<file path="src/rtl/im_mem_param.sv">
// Parametrised instruction memory: one-cycle registered fetch port with fault
// detection, plus a valid/ready streaming loader that fills words from a base index.
module im_mem_param #(
  parameter int WIDTH = 32,
  parameter int DEPTH = 16,
  parameter int PC_W  = 32
) (
  input  logic                     clk,
  input  logic                     reset,
  input  logic                     fetch_req,
  input  logic [PC_W-1:0]          fetch_addr,
  output logic                     fetch_valid,
  output logic [WIDTH-1:0]         fetch_data,
  output logic                     fetch_fault,
  input  logic                     load_start,
  input  logic [$clog2(DEPTH)-1:0] load_base,
  input  logic [$clog2(DEPTH):0]   load_count,
  input  logic                     load_valid,
  input  logic [WIDTH-1:0]         load_data,
  output logic                     load_ready,
  output logic                     load_busy,
  output logic                     load_done,
  output logic                     loaded
);

  localparam int AW = $clog2(DEPTH);

  localparam logic [1:0] S_IDLE = 2'd0;
  localparam logic [1:0] S_LOAD = 2'd1;
  localparam logic [1:0] S_DONE = 2'd2;

  localparam logic [AW:0] REM_LAST = {{AW{1'b0}}, 1'b1};

  logic [1:0]       state;
  logic [AW-1:0]    ptr;
  logic [AW:0]      rem;
  logic [WIDTH-1:0] mem [DEPTH];
  logic             accept;
  logic             fault;
  logic [AW-1:0]    idx;

  always_comb begin
    load_ready = (state == S_LOAD);
    load_busy  = (state != S_IDLE);
    load_done  = (state == S_DONE);
    accept     = load_ready && load_valid;
    idx        = fetch_addr[AW+1:2];
    // Fetches during LOAD always fault, so reads never race the loader's writes.
    fault      = (fetch_addr[1:0] != 2'b00)
              || ((fetch_addr >> (AW + 2)) != '0)
              || (state == S_LOAD);
  end

  always_ff @(posedge clk or negedge reset) begin
    if (!reset) begin
      state  <= S_IDLE;
      ptr    <= '0;
      rem    <= '0;
      loaded <= 1'b0;
    end else begin
      case (state)
        S_IDLE: begin
          if (load_start) begin
            if (load_count != '0) begin
              state <= S_LOAD;
              ptr   <= load_base;
              rem   <= load_count;
            end else begin
              state <= S_DONE;
            end
          end
        end
        S_LOAD: begin
          if (accept) begin
            ptr <= ptr + 1'b1;
            rem <= rem - 1'b1;
            if (rem == REM_LAST) state <= S_DONE;
          end
        end
        S_DONE: begin
          loaded <= 1'b1;
          state  <= S_IDLE;
        end
        default: state <= S_IDLE;
      endcase
    end
  end

  // Storage is deliberately not reset so words survive an aborted load.
  always_ff @(posedge clk) begin
    if (accept) mem[ptr] <= load_data;
  end

  always_ff @(posedge clk or negedge reset) begin
    if (!reset) begin
      fetch_valid <= 1'b0;
      fetch_data  <= '0;
      fetch_fault <= 1'b0;
    end else begin
      fetch_valid <= fetch_req;
      if (fetch_req) begin
        if (fault) begin
          fetch_data  <= '0;
          fetch_fault <= 1'b1;
        end else begin
          fetch_data  <= mem[idx];
          fetch_fault <= 1'b0;
        end
      end else begin
        fetch_fault <= 1'b0;
      end
    end
  end

endmodule

</file>
<file path="config.mk">
export PLATFORM = sky130hd
export DESIGN_NAME = im_mem_param
export DESIGN_NICKNAME = d
export VERILOG_FILES = /design/src/rtl/im_mem_param.sv
export SDC_FILE = /design/constraint.sdc
export NUM_CORES = 1
export LEC_CHECK = 0
export ABC_AREA = 1
export BUFFER_PORTS_ARGS = -buffer_cell sky130_fd_sc_hd__buf_2
export CAP_MARGIN = 20
export CORE_MARGIN = 10
export CORE_UTILIZATION = 43
export CTS_CLUSTER_SIZE = 8
export DETAILED_ROUTE_END_ITERATION = 10
export PLACE_DENSITY = 0.7
export SLEW_MARGIN = 15
export SYNTH_ARGS = -nofsm -noshare
export SYNTH_HDL_FRONTEND = slang
export SYNTH_SLANG_ARGS = --single-unit
</file>
<file path="constraint.sdc">
create_clock -name clk -period 5.5 [get_ports clk]
set_input_delay 0.825 -clock clk [delete_from_list [all_inputs] [get_ports clk]]
set_output_delay 0.825 -clock clk [all_outputs]
set_load 0.03 [all_outputs]
</file>
After elaboration in Yosys (flattened, before gate mapping)

Memory sizes are Yosys's and may differ from the RTL's.
Cells that the tools add are included.

Muxes and demuxes: 18
Eq/ne operators: 7
Reductions and logical operators: 11
Add/subtract/negate cells: 2

Operators by type and width:

| kind                  | number |
|---|---|
| $mux W32              | 1 |
| $reduce_bool A32 Y1   | 1 |
| $mux W5               | 3 |
| $mux W4               | 3 |
| $pmux W5 S2           | 1 |
| $mux W2               | 4 |
| $pmux W4 S2           | 1 |
| $reduce_bool A2 Y1    | 3 |
| $eq A5 B1 Y1 const B  | 1 |
| $reduce_bool A5 Y1    | 1 |
| $sub A5 B1 Y5 const B | 1 |
| $add A4 B1 Y4 const B | 1 |
| $mux W1               | 4 |
| $ne A2 B1 Y1 const B  | 2 |
| $ne A2 B2 Y1 const B  | 2 |
| $pmux W2 S2           | 1 |
| $reduce_and A4 Y1     | 1 |
| $reduce_and A3 Y1     | 1 |
| $eq A2 B1 Y1 const B  | 1 |
| $eq A2 B2 Y1 const B  | 1 |
| $logic_not A2 Y1      | 1 |
| $logic_or A1 B1 Y1    | 2 |
| $logic_and A1 B1 Y1   | 1 |

Word-level logic and storage cells: 46
Memories kept: 1
Register bits after elaboration: 46
Output and inout bits: 38
Input bits: 78
Bits in writable memories: 512

Memories:

| memory | depth | width | rd ports | clocked after memory_dff | write ports | RTL line | RTL |
|---|---|---|---|---|---|---|---|
| mem    | 16    | 32    | 1        | 0                        | 1           | 37       | `logic [WIDTH-1:0] mem [DEPTH];` |

Depth between registers and ports, before layout

Gate-level depths: netlist (run 1).

Word-level depth: 5
Depth in mapped cells: 11

Worst setup path after synthesis (run 1)

No wires, ideal clock.

Path type: in2reg
Start: input load_valid
End: memory mem[0][0] (enable)
Buffers on the path: 0
Stages: 4
Setup slack: 2.559 ns
Data arrival time: 2.520 ns
Library setup time: 0.421 ns
Required time: 5.079 ns
Path through: inv_1 nor2_1 nand2_1 nor2_1

Word-level cells in the longest chain between the ends: 3

RTL lines:

| item                          | RTL line | RTL |
|---|---|---|
| start, declared               | 18       | `input logic load_valid,` |
| $logic_and A1 B1 Y1           | 46       | `accept = load_ready && load_valid;` |
| $mux W1                       | 91       | `if (accept) mem[ptr] <= load_data;` |
| $mux W1 (implied by the code) | 91       |  |
| end, declared                 | 37       |  |

Every way passes these cells.

Worst setup path in the final report (run 1)

Start: input fetch_addr[2]
End: register fetch_data[13]

Word-level cells in the longest chain between the ends: 2

RTL lines:

| item                 | RTL line | RTL |
|---|---|---|
| start, declared      | 11       | `input logic [PC_W-1:0] fetch_addr,` |
| $mem_v2 Z16 W32      | -        |  |
| $mux W32             | 102      | `if (fault) begin` |
| end signal, assigned | 106      | `fetch_data <= mem[idx];` |
| end, declared        | 13       | `output logic [WIDTH-1:0] fetch_data,` |

Every way passes these cells.
A chain may end at the register's enable or synchronous reset.

==> metrics, run 1 <==
worst reg2reg path depth=5; clock sinks=roughly 560; Initial Util=0.435; Startpoint Class=input port; Slew HR=0.266; antenna violations before repair=3; Fmax=0.358 GHz; Post-Route Skew=between 0.01 and 0.015 ns; Post-DRT Antenna Nets=0; routed via count=~15000; DRC errors left=0; Peak VDD IR=~0.22 mV; # fillers=4429; die width=~250 um; Pwr Density=approximately 390 mW/mm2; sequential cell area=0.0165 mm2; Post-Syn Nets=1973; Pwr Total=slightly above 10 mW; dpl cell area=approximately 0.024 mm2; Async S/R FF share, synth=0.0824; Leakage Power=between 9 and 10 nW; Worst EP required=between 6 and 7 ns; IO buf count=between 100 and 150; Layout area overhead=15.4%; Crit Path Max Fanout=between 100 and 150; Final Core Density=0.503; Yosys cell types=23; post-cts resize count=0; syn_area_per_cell=between 10 and 15 um2; Max Cap Violations=0; Fin. Hold Viols=0; reg2reg setup slack=between 2 and 3 ns; cells after synthesis=between 1500 and 2000; gr usage total=0.185; worst skew pair latency=a little under 0.6 ns; CTS buffer count=around 80; Sum Neg Setup Slack=0 ns; mapped cell area=between 0.02 and 0.025 mm2; die area=0.0617 mm2; final worst-path cycle share=0.508; wire per inst=around 21 um; CTS tree=done; Worst Hold Class=input port to flip-flop; hold endpoint=fetch_valid; Multi-input gate area=~0.0053 mm2; gr ovfl total=0; hold buffer count at CTS=0; sequential area share after synthesis=0.737; slew at the pin with the worst max-slew slack=between 1 and 1.5 ns; Pins Over Slew Limit=0; Final Cell Area=~0.026 mm2; min cycle time layout=between 2 and 3 ns; layout cells sized above 1=0.127; vias per cell=5.45; Yosys reg bits=approximately 560; status=finished, final reports clean; HP Start=fetch_req; core area=around 0.05 mm2; RSZ-0062 raised after global routing=false; Detailed Place HPWL=29.3 mm; Vert. Die Dim=~250 um; Detailed Route WL=around 58 mm; starting DRC count in detailed routing=1696; clock buffer depth=3; worst reg2reg path endpoint=mem[13][29]; Final Setup Violations=0; nets=2087; CP Class=input port to flip-flop; Critical R2R Launch=state[0]; clock-pin slew on the worst setup and hold paths=0.05 ns; crit path capture type=flip-flop; global placer's final weighted congestion=approximately 0.76; Ant. Diodes=0; Synth warnings=0; critical path arrival=3.31 ns; commonest non-fill, non-tap cell in the layout=nand2_1; commonest cells after routing, fill and taps aside=nand2_1, edfxtp_1, nand3_1, buf_2, clkbuf_16; Final Non-Filler Cells=2738; Placed Cells=about 2600; H-tree depth=3; clock root cell=clkbuf_16; boundary pin count=about 120; main flop type after synthesis=edfxtp_1; largest net degree at the start of global routing=about 130; first-pass GRT wire length=86.9 mm; EDFF count, synth=~510; TritonRoute pass-1 iters=5; WHS Path Cells=1; postcts setup bufs=0; number of global-route vias before repair=14600; standard-cell row count=a little over 80
area by class of cell:
class	instances	share of cell area
flip-flops and latches	558	0.638
multi-input cells	1190	0.205
clock buffers	132	0.0849
well taps	680	0.0329
repair buffers	147	0.0326
inverters	27	0.00435
clock inverters	4	0.00164
cell families after synthesis:
| kind of cell | count (synthesis) | synth area share |
|---|---|---|
| AND/OR/NAND/NOR | 1160 | 0.222 |
| flip-flops | 558 | 0.737 |
| XOR/XNOR | 1 | 0.000391 |
| AO/OA/AOI/OAI | 23 | 0.00541 |
| adder cells (fa/ha/maj) | 6 | 0.00335 |
| buffers and inverters | 141 | 0.0316 |
per-stage QoR:
stage	hold slack, ns	setup slack, ns
after floorplan	0.442	2.56
after global placement	0.448	2.29
after detailed placement	0.454	2.22
after CTS	0.345	2.69
after global routing	0.355	2.59
final	0.368	2.71
Yosys cell counts (4+ instances only):
| cell | instances | area [um2] |
|---|---|---|
| buf_1 | 15 | 56.3 |
| buf_2 | 51 | 255 |
| buf_6 | 15 | 169 |
| clkbuf_1 | 32 | 120 |
| dfrtp_1 | 46 | 1150 |
| edfxtp_1 | 512 | 15400 |
| ha_1 | 6 | 75.1 |
| inv_1 | 22 | 82.6 |
| inv_2 | 4 | 15.0 |
| nand2_1 | 625 | 2350 |
| nand3_1 | 480 | 2400 |
| nor2_1 | 47 | 176 |
| o21ai_0 | 20 | 100 |
| or2_2 | 5 | 31.3 |
flip-flops by register name (all words and copies together) (netlist names):
name         count
state            2
mem            512
fetch_data      32
rem              5
fetch_fault      1
fetch_valid      1
loaded           1
ptr              4
worst max path at each step:
stage                             start             end  cells past startpoint
after global routing           state[0]     mem[13][29]                      5
after floorplan              load_valid       mem[0][0]                      4
final                     fetch_addr[2]  fetch_data[13]                      9
after CTS                      state[0]     mem[13][29]                      5
after detailed placement  fetch_addr[2]  fetch_data[13]                      9
after global placement    fetch_addr[2]  fetch_data[26]                      9
where the power goes:
| part | switching (mW) | internal (mW) |
|---|---|---|
| combinational | 0.689 | 0.238 |
| sequential | 0.0663 | 4.85 |
| clock | 1.68 | 2.69 |
worst max-delay path, cell delays in order:
cell,delay (ns)
buf_6,0.32
inv_6,0.79
buf_4,0.57
nand2_1,0.11
nand3_1,0.10
nand3_1,0.09
nand3_1,0.11
nand3_1,0.09
nand2_1,0.09
metal layers:
| metal | track usage | up-vias | routed length [um] |
|---|---|---|---|
| met3 | 0.0341 | 117 | 4340 |
| met4 | 0.0658 | 6 | 1580 |
| li1 | - | 6871 | - |
| met1 | 0.240 | 7279 | 23100 |
| met2 | 0.306 | 640 | 28500 |
| met5 | 0 | - | 41 |
Note: power is estimated with default switching activity, not from simulation.
==> run 2: changes to the inputs <==
--- a/config.mk
+++ b/config.mk
@@ -5,14 +5,14 @@
 export SDC_FILE = /design/constraint.sdc
 export NUM_CORES = 1
 export LEC_CHECK = 0
-export ABC_AREA = 1
+export ABC_AREA = 0
 export BUFFER_PORTS_ARGS = -buffer_cell sky130_fd_sc_hd__buf_2
 export CAP_MARGIN = 20
 export CORE_MARGIN = 10
 export CORE_UTILIZATION = 43
 export CTS_CLUSTER_SIZE = 8
 export DETAILED_ROUTE_END_ITERATION = 10
-export PLACE_DENSITY = 0.7
+export PLACE_DENSITY = 0.73
 export SLEW_MARGIN = 15
 export SYNTH_ARGS = -nofsm -noshare
 export SYNTH_HDL_FRONTEND = slang
==> constraint.sdc (replaced) <==
create_clock -name clk -period 2.25 [get_ports clk]
set_input_delay 0.3375 -clock clk [delete_from_list [all_inputs] [get_ports clk]]
set_output_delay 0.3375 -clock clk [all_outputs]
set_load 0.03 [all_outputs]
==> run 2 against run 1 <==
Against the previous run:
- clock power rose by 150%
- via count shrank 22%
- final area increased by 0.52%
- total power grew to 2.5 times the previous value
- register-to-register slack got worse by 2.4 ns
- global-route usage down 1.5 points
- routed wire length shrank 11%
- critical path depth decreased by 6
- utilization is 1.9 points higher
- clock-buffer cell count is 3 higher
- clock skew grew 0.0067 ns
- setup slack worse by 2.5 ns
- critical path type is now flip-flop to output port
- critical endpoint is now load_ready
==> metrics, run 2 <==
ranking of synthesized cells by area=edfxtp_1, mux4_2, mux2i_1; min cycle time layout=about 2 ns; TritonRoute pass-1 iters=5 (unchanged); routed via count=11700 (-22%); largest family of logic cells by synthesized area=multiplexers; antenna violations before repair=5 (+2); met3 Use GR=0.0331 (-0.000925); Pins Over Slew Limit=0 (unchanged); clock root cell=clkbuf_16; min setup slack post-route=0.231 ns (-2.48 ns); max FFs per register=512 (unchanged); post-synth top area share=0.712 (+0.0264); Slew HR=0.585 (+0.319); final worst-path cycle share=0.897; Post-Synth XOR/XNOR Area=0 (-0.000390); Leakage Power=9.01 nW (-6.8%); Synth Area in Compound Gates=0.0613 (+0.0559); GR Util met2=0.282 (-0.0236); met1 usage=0.219 (-0.0213); Post-Synth Simple-Gate Area=0.0177 (-0.205); number of global-route vias before repair=12200 (-16%); EDFF count, synth=512 (unchanged); die width=244 um (-1.7%); Max Cap Violations=0 (unchanged); standard-cell row count=82 (-1.2%); Synth warnings=0 (unchanged); Worst Hold Class=input port to flip-flop; DRC errors left=0 (unchanged); clock buffer depth=3 (unchanged); Yosys reg bits=558 (unchanged); multiplexer share of the synthesized area=0.129 (+0.129); CP Class=flip-flop to output port; core area=0.0499 mm2 (-3.2%); boundary pin count=116 (unchanged); gr ovfl total=0 (unchanged); IO buf count=115 (unchanged); Sum Neg Setup Slack=0 ns (unchanged); layout cells sized above 1=0.267 (+0.140); Startpoint Class=flip-flop; wire per inst=25.0 um (+19%); cell taking the most area after synthesis=edfxtp_1; worst skew pair latency=0.59 ns (about the same); Async S/R FF share, synth=0.0824 (unchanged); RSZ-0062 raised after global routing=false; mapped cell area=0.0216 mm2 (-3.7%); Critical R2R Launch=state[1]; Initial Util=0.433 (-0.00231); reg2reg setup slack=0.36 ns (-2.39 ns); WHS Path Cells=3 (+2); die area=0.0596 mm2 (-3.4%); Final Core Density=0.522 (+0.0193); Layout area overhead=20.5%; gr busiest metal=met2; HP Start=load_start; syn_area_per_cell=19.3 um2 (+63%); CTS buffer count=79 (unchanged); starting DRC count in detailed routing=1205 (-29%); main flop type after synthesis=edfxtp_1; status=finished, final reports clean; worst reg2reg path endpoint=mem[2][6]; crit path capture type=output port; clock-pin slew on the worst setup and hold paths=0.05 ns (about the same); Crit Path Max Fanout=5 (-96%); Detailed Route WL=51.1 mm (-11%); most common cell in the netlist=edfxtp_1; commonest cells after routing, fill and taps aside=edfxtp_1, mux2i_1, buf_2, clkbuf_16, mux4_2; Detailed Place HPWL=29.2 mm (-0.43%); gr usage total=0.170 (-0.0151); cells after synthesis=1118 (-41%); vias per cell=5.71 (+4.9%); first-pass GRT wire length=76.6 mm (-12%); critical path arrival=1.68 ns (-1.63 ns); Vert. Die Dim=244 um (-1.7%); Ant. Diodes=0 (unchanged); worst reg2reg path depth=5 (unchanged); Post-DRT Antenna Nets=0 (unchanged); CTS tree=done; Biggest register=mem; pre-CTS WS=0.218 ns (-2.00 ns); Post-Syn Nets=1202 (-39%); hold endpoint=state[0]; largest net degree at the start of global routing=61 (-54%); biggest regs=mem x512, fetch_data x32, rem x5; Peak VDD IR=0.610 mV (+170%); WHS=0.0322 ns (-0.336 ns); Fmax=just under 0.5 GHz; Post-Synth Adder-Cell Area=0.00348 (+0.000129); Post-Route Skew=0.0212 ns (+0.00668 ns); Fin. Hold Viols=0 (unchanged); Worst EP required=1.91 ns (-4.11 ns); Yosys cell types=46 (+100%); synth cell count leaders=edfxtp_1, mux2i_1, mux4_2, a22oi_1, dfrtp_1; clock sinks=558 (unchanged); post-cts resize count=0 (unchanged); slew at the pin with the worst max-slew slack=0.623 ns (-0.478 ns); H-tree depth=3 (unchanged); sequential area share after synthesis=0.765 (+0.0284); nets=1397 (-33%); Pwr Density=991 mW/mm2 (+150%); commonest non-fill, non-tap cell in the layout=edfxtp_1; Final Setup Violations=0 (unchanged); global placer's final weighted congestion=0.754 (-0.89%)
run 2: changes by cell type after synthesis, sizes merged, moves of 15 or more:
cell,change
o21ai,-17
a21boi,+15
nor2,-29
o32ai,+31
nand3,-472
inv,+16
a22oi,+62
nand2,-619
buf,-41
a21oi,+18
mux2i,+129
mux4,+66
o22ai,+31
run 2: what timing repair did:
item                                   CTS  global route
endpoints found under the hold margin   16             0
hold buffers                             1             0
setup buffers                            0             0
run 2: kinds of logic (layout without fill, tap and decap cells):
| kind of cell | after synthesis | count (layout) |
|---|---|---|
| DFF | 558 | 558 |
| AOI/OAI and AO/OA | 181 | 181 |
| muxes | 196 | 196 |
| buffers and inverters | 109 | 364 |
| adders and majority gates | 6 | 6 |
| and+or+nand+nor | 68 | 68 |
run 2: worst max path at each step:
stage / start / end / cells past startpoint
after floorplan: state[1] / mem[0][0] / 5
after global placement: fetch_addr[2] / fetch_data[25] / 5
after detailed placement: load_count[2] / ptr[2] / 5
after CTS: state[1] / load_ready / 3
after global routing: state[0] / load_ready / 3
final: state[1] / load_ready / 3
run 2: metrics by stage:
step,cell area [um2],instances,total power [mW]
after global placement,23700,1903,14.9
after global routing,26000,2045,26.6
after floorplan,21800,1118,14.0
final,26000,2045,25.8
after detailed placement,23700,1903,15.1
after CTS,26000,2045,25.9
run 2: per-layer routing:
layer | part of all wire | vias up | routed length (um)
li1 | - | 4977 | -
met1 | 0.40 | 6072 | 20300
met2 | 0.50 | 526 | 25700
met3 | 0.076 | 98 | 3890
met4 | 0.023 | 8 | 1180
met5 | 0.0011 | - | 54
run 2: worst max-delay path, cell delays in order (launching register included):
cell and delay, ns:
dfrtp_1 0.37, or2b_4 0.30, clkinvlp_4 0.18, buf_2 0.24
run 2: area by class of cell:
type,count,area [um2]
clock buffer,135,2230
clock inverter,6,87.6
fill,3875,23800
inverter,42,161
multi-input combinational,451,4770
sequential,558,16500
tap,672,841
timing repair buffer,181,1410
run 2: where the power goes:
| group | internal, mW | total (mW) | switching (mW) |
|---|---|---|---|
| logic | 0.900 | 2.43 | 1.53 |
| registers | 12.2 | 12.4 | 0.233 |
| clock network | 6.71 | 10.9 | 4.20 |
==> run 3: changes to the inputs <==
--- a/config.mk
+++ b/config.mk
@@ -9,10 +9,10 @@
 export BUFFER_PORTS_ARGS = -buffer_cell sky130_fd_sc_hd__buf_2
 export CAP_MARGIN = 20
 export CORE_MARGIN = 10
-export CORE_UTILIZATION = 43
+export CORE_UTILIZATION = 55
 export CTS_CLUSTER_SIZE = 8
 export DETAILED_ROUTE_END_ITERATION = 10
-export PLACE_DENSITY = 0.73
+export PLACE_DENSITY = 0.87
 export SLEW_MARGIN = 15
 export SYNTH_ARGS = -nofsm -noshare
 export SYNTH_HDL_FRONTEND = slang
==> run 3 against run 2 <==
Against the previous run:
- flip-flop and latch count stayed put
- first-iteration DRC count is 35% higher
- combinational power hardly changed
- sequential share of layout area is 0.66 points higher
- critical path type is now flip-flop to flip-flop
- routed wire length is 8.3% higher
- largest cell class unchanged
- clock-buffer cell count is 4 higher
==> metrics, run 3 (synthesized netlist as in run 2, its figures left out) <==
hold buffer count at CTS=1 (unchanged); nets=1392 (-0.36%); min cycle time layout=2.06 ns (+0.0368 ns); sequential cell area=0.0165 mm2 (unchanged); Fin. Hold Viols=0 (unchanged); starting DRC count in detailed routing=1626 (+35%); gr ovfl total=0 (unchanged); CTS tree=done; critical path arrival=2.51 ns (+0.83 ns); Final Core Density=0.665 (+0.143); Leakage Power=8.97 nW (-0.50%); CTS buffer count=79 (unchanged); number of global-route vias before repair=13000 (+6.7%); Worst Hold Class=input port to flip-flop; largest net degree at the start of global routing=42 (-31%); Biggest register=mem; post-cts resize count=0 (unchanged); layout cells sized above 1=0.263 (-0.00452); Critical R2R Launch=state[0]; Crit Path Max Fanout=32 (+27); Detailed Route WL=55.4 mm (+8.3%); status=finished, final reports clean; Detailed Place HPWL=28.9 mm (-1.1%); global placer's final weighted congestion=0.796 (+5.7%); Post-DRT Antenna Nets=0 (unchanged); Final Setup Violations=0 (unchanged); Vert. Die Dim=218 um (-11%); crit path capture type=flip-flop; TritonRoute pass-1 iters=8 (+3); # fillers=2337 (-40%); gr usage total=0.234 (+0.0646); Startpoint Class=flip-flop; clock-pin slew on the worst setup and hold paths=0.05 ns (about the same); die area=0.0476 mm2 (-20%); worst skew pair latency=0.60 ns (about the same); Fmax=0.486 GHz (-1.8%); Post-Route Skew=0.0234 ns (+0.00222 ns); commonest cells after routing, fill and taps aside=edfxtp_1, mux2i_1, buf_2, clkbuf_16, mux4_2; postcts setup bufs=0 (unchanged); Pins Over Slew Limit=0 (unchanged); clock buffer depth=3 (unchanged); Slew HR=0.618 (+0.0329); slew at the pin with the worst max-slew slack=0.573 ns (-0.0493 ns); Layout area overhead=19.3%; routed via count=12300 (+5.2%); clock sinks=558 (unchanged); crit path from=state[0]; core area=0.0387 mm2 (-22%); final worst-path cycle share=0.914 (+0.0164); IO buf count=115 (unchanged); reg2reg setup slack=0.19 ns (-0.17 ns); commonest non-fill, non-tap cell in the layout=edfxtp_1; Multi-input gate area=0.00477 mm2 (unchanged); vias per cell=6.51 (+14%); RSZ-0062 raised after global routing=false; WHS=0.0467 ns (+0.0145 ns); boundary pin count=116 (unchanged); CP Class=flip-flop to flip-flop; first-pass GRT wire length=83.3 mm (+8.7%); H-tree depth=3 (unchanged); DRC errors left=0 (unchanged); antenna violations before repair=0 (-5); wire per inst=29.3 um (+17%); Worst EP required=2.70 ns (+0.79 ns); biggest regs=mem x512, fetch_data x32, rem x5; Pwr Density=1000 mW/mm2 (+1.1%); standard-cell row count=72 (-12%); crit path capture=fetch_data[12]; worst reg2reg path depth=5 (unchanged); Initial Util=0.558 (+0.124); max FFs per register=512 (unchanged); die width=218 um (-11%); worst reg2reg path endpoint=fetch_data[12]; Peak VDD IR=0.585 mV (-4.0%); Max Cap Violations=0 (unchanged); clock root cell=clkbuf_16
[run 3: changes by cell type in the layout (fill, tap and decap cells not counted), sizes merged]
cell    delta
buf        -5
clkbuf     +4
clkinv     -2
diode      +1
[run 3: layout make-up]
cell class	count	area share
Clock inverter	4	0.00165
Timing Repair Buffer	176	0.0538
Antenna cell	1	0.0000972
Sequential cell	558	0.642
Tap cell	518	0.0252
Inverter	42	0.00627
Clock buffer	139	0.0863
Multi-Input combinational cell	451	0.185
[run 3: metal layers]
metal  wire length (um)  vias up  GRT usage
li1                   -     4988          -
met1              19400     6201      0.293
met2              28100      961      0.386
met3               6150      143     0.0547
met4               1730        0      0.100
met5                  0        -          0
[run 3: stage by stage]
stage / setup TNS, ns / cell area (um2) / worst slack, ns / total power [mW] / std cells
floorplan: -24.37 / 21800 / -0.192 / 14.0 / 1118
finish: 0 / 25800 / 0.194 / 25.8 / 1889
detailed placement: 0 / 23500 / 0.152 / 15.0 / 1744
global route: 0 / 25800 / 0.131 / 26.5 / 1888
CTS: 0 / 25800 / 0.205 / 25.9 / 1888
global placement: 0 / 23500 / 0.245 / 14.8 / 1744
[run 3: worst min-delay path by stage]
stage | startpoint | endpoint | slack [ns] | cells after the start
4_1_cts | fetch_req | fetch_fault | 0.02 | 3
2_1_floorplan | reset | fetch_data[0] | 0.04 | 0
3_3_place_gp | reset | state[0] | 0.26 | 1
5_1_grt | load_start | state[0] | 0.05 | 3
3_5_place_dp | reset | state[1] | 0.27 | 1
6_report | load_start | state[0] | 0.05 | 3
[run 3: power by group]
| part | internal, mW | switching (mW) | leakage, nW |
|---|---|---|---|
| registers | 12.2 | 0.287 | 5.23 |
| logic | 0.869 | 1.55 | 2.66 |
| clock network | 6.64 | 4.25 | 1.08 |
| total | 19.7 | 6.09 | 8.97 |
[run 3: critical path: stages, from the launching register on]
cell and delay [ns]:
dfrtp_1 0.36, or2b_4 0.26, nand4_1 0.14, or3_1 0.36, buf_4 0.31, o32ai_1 0.46
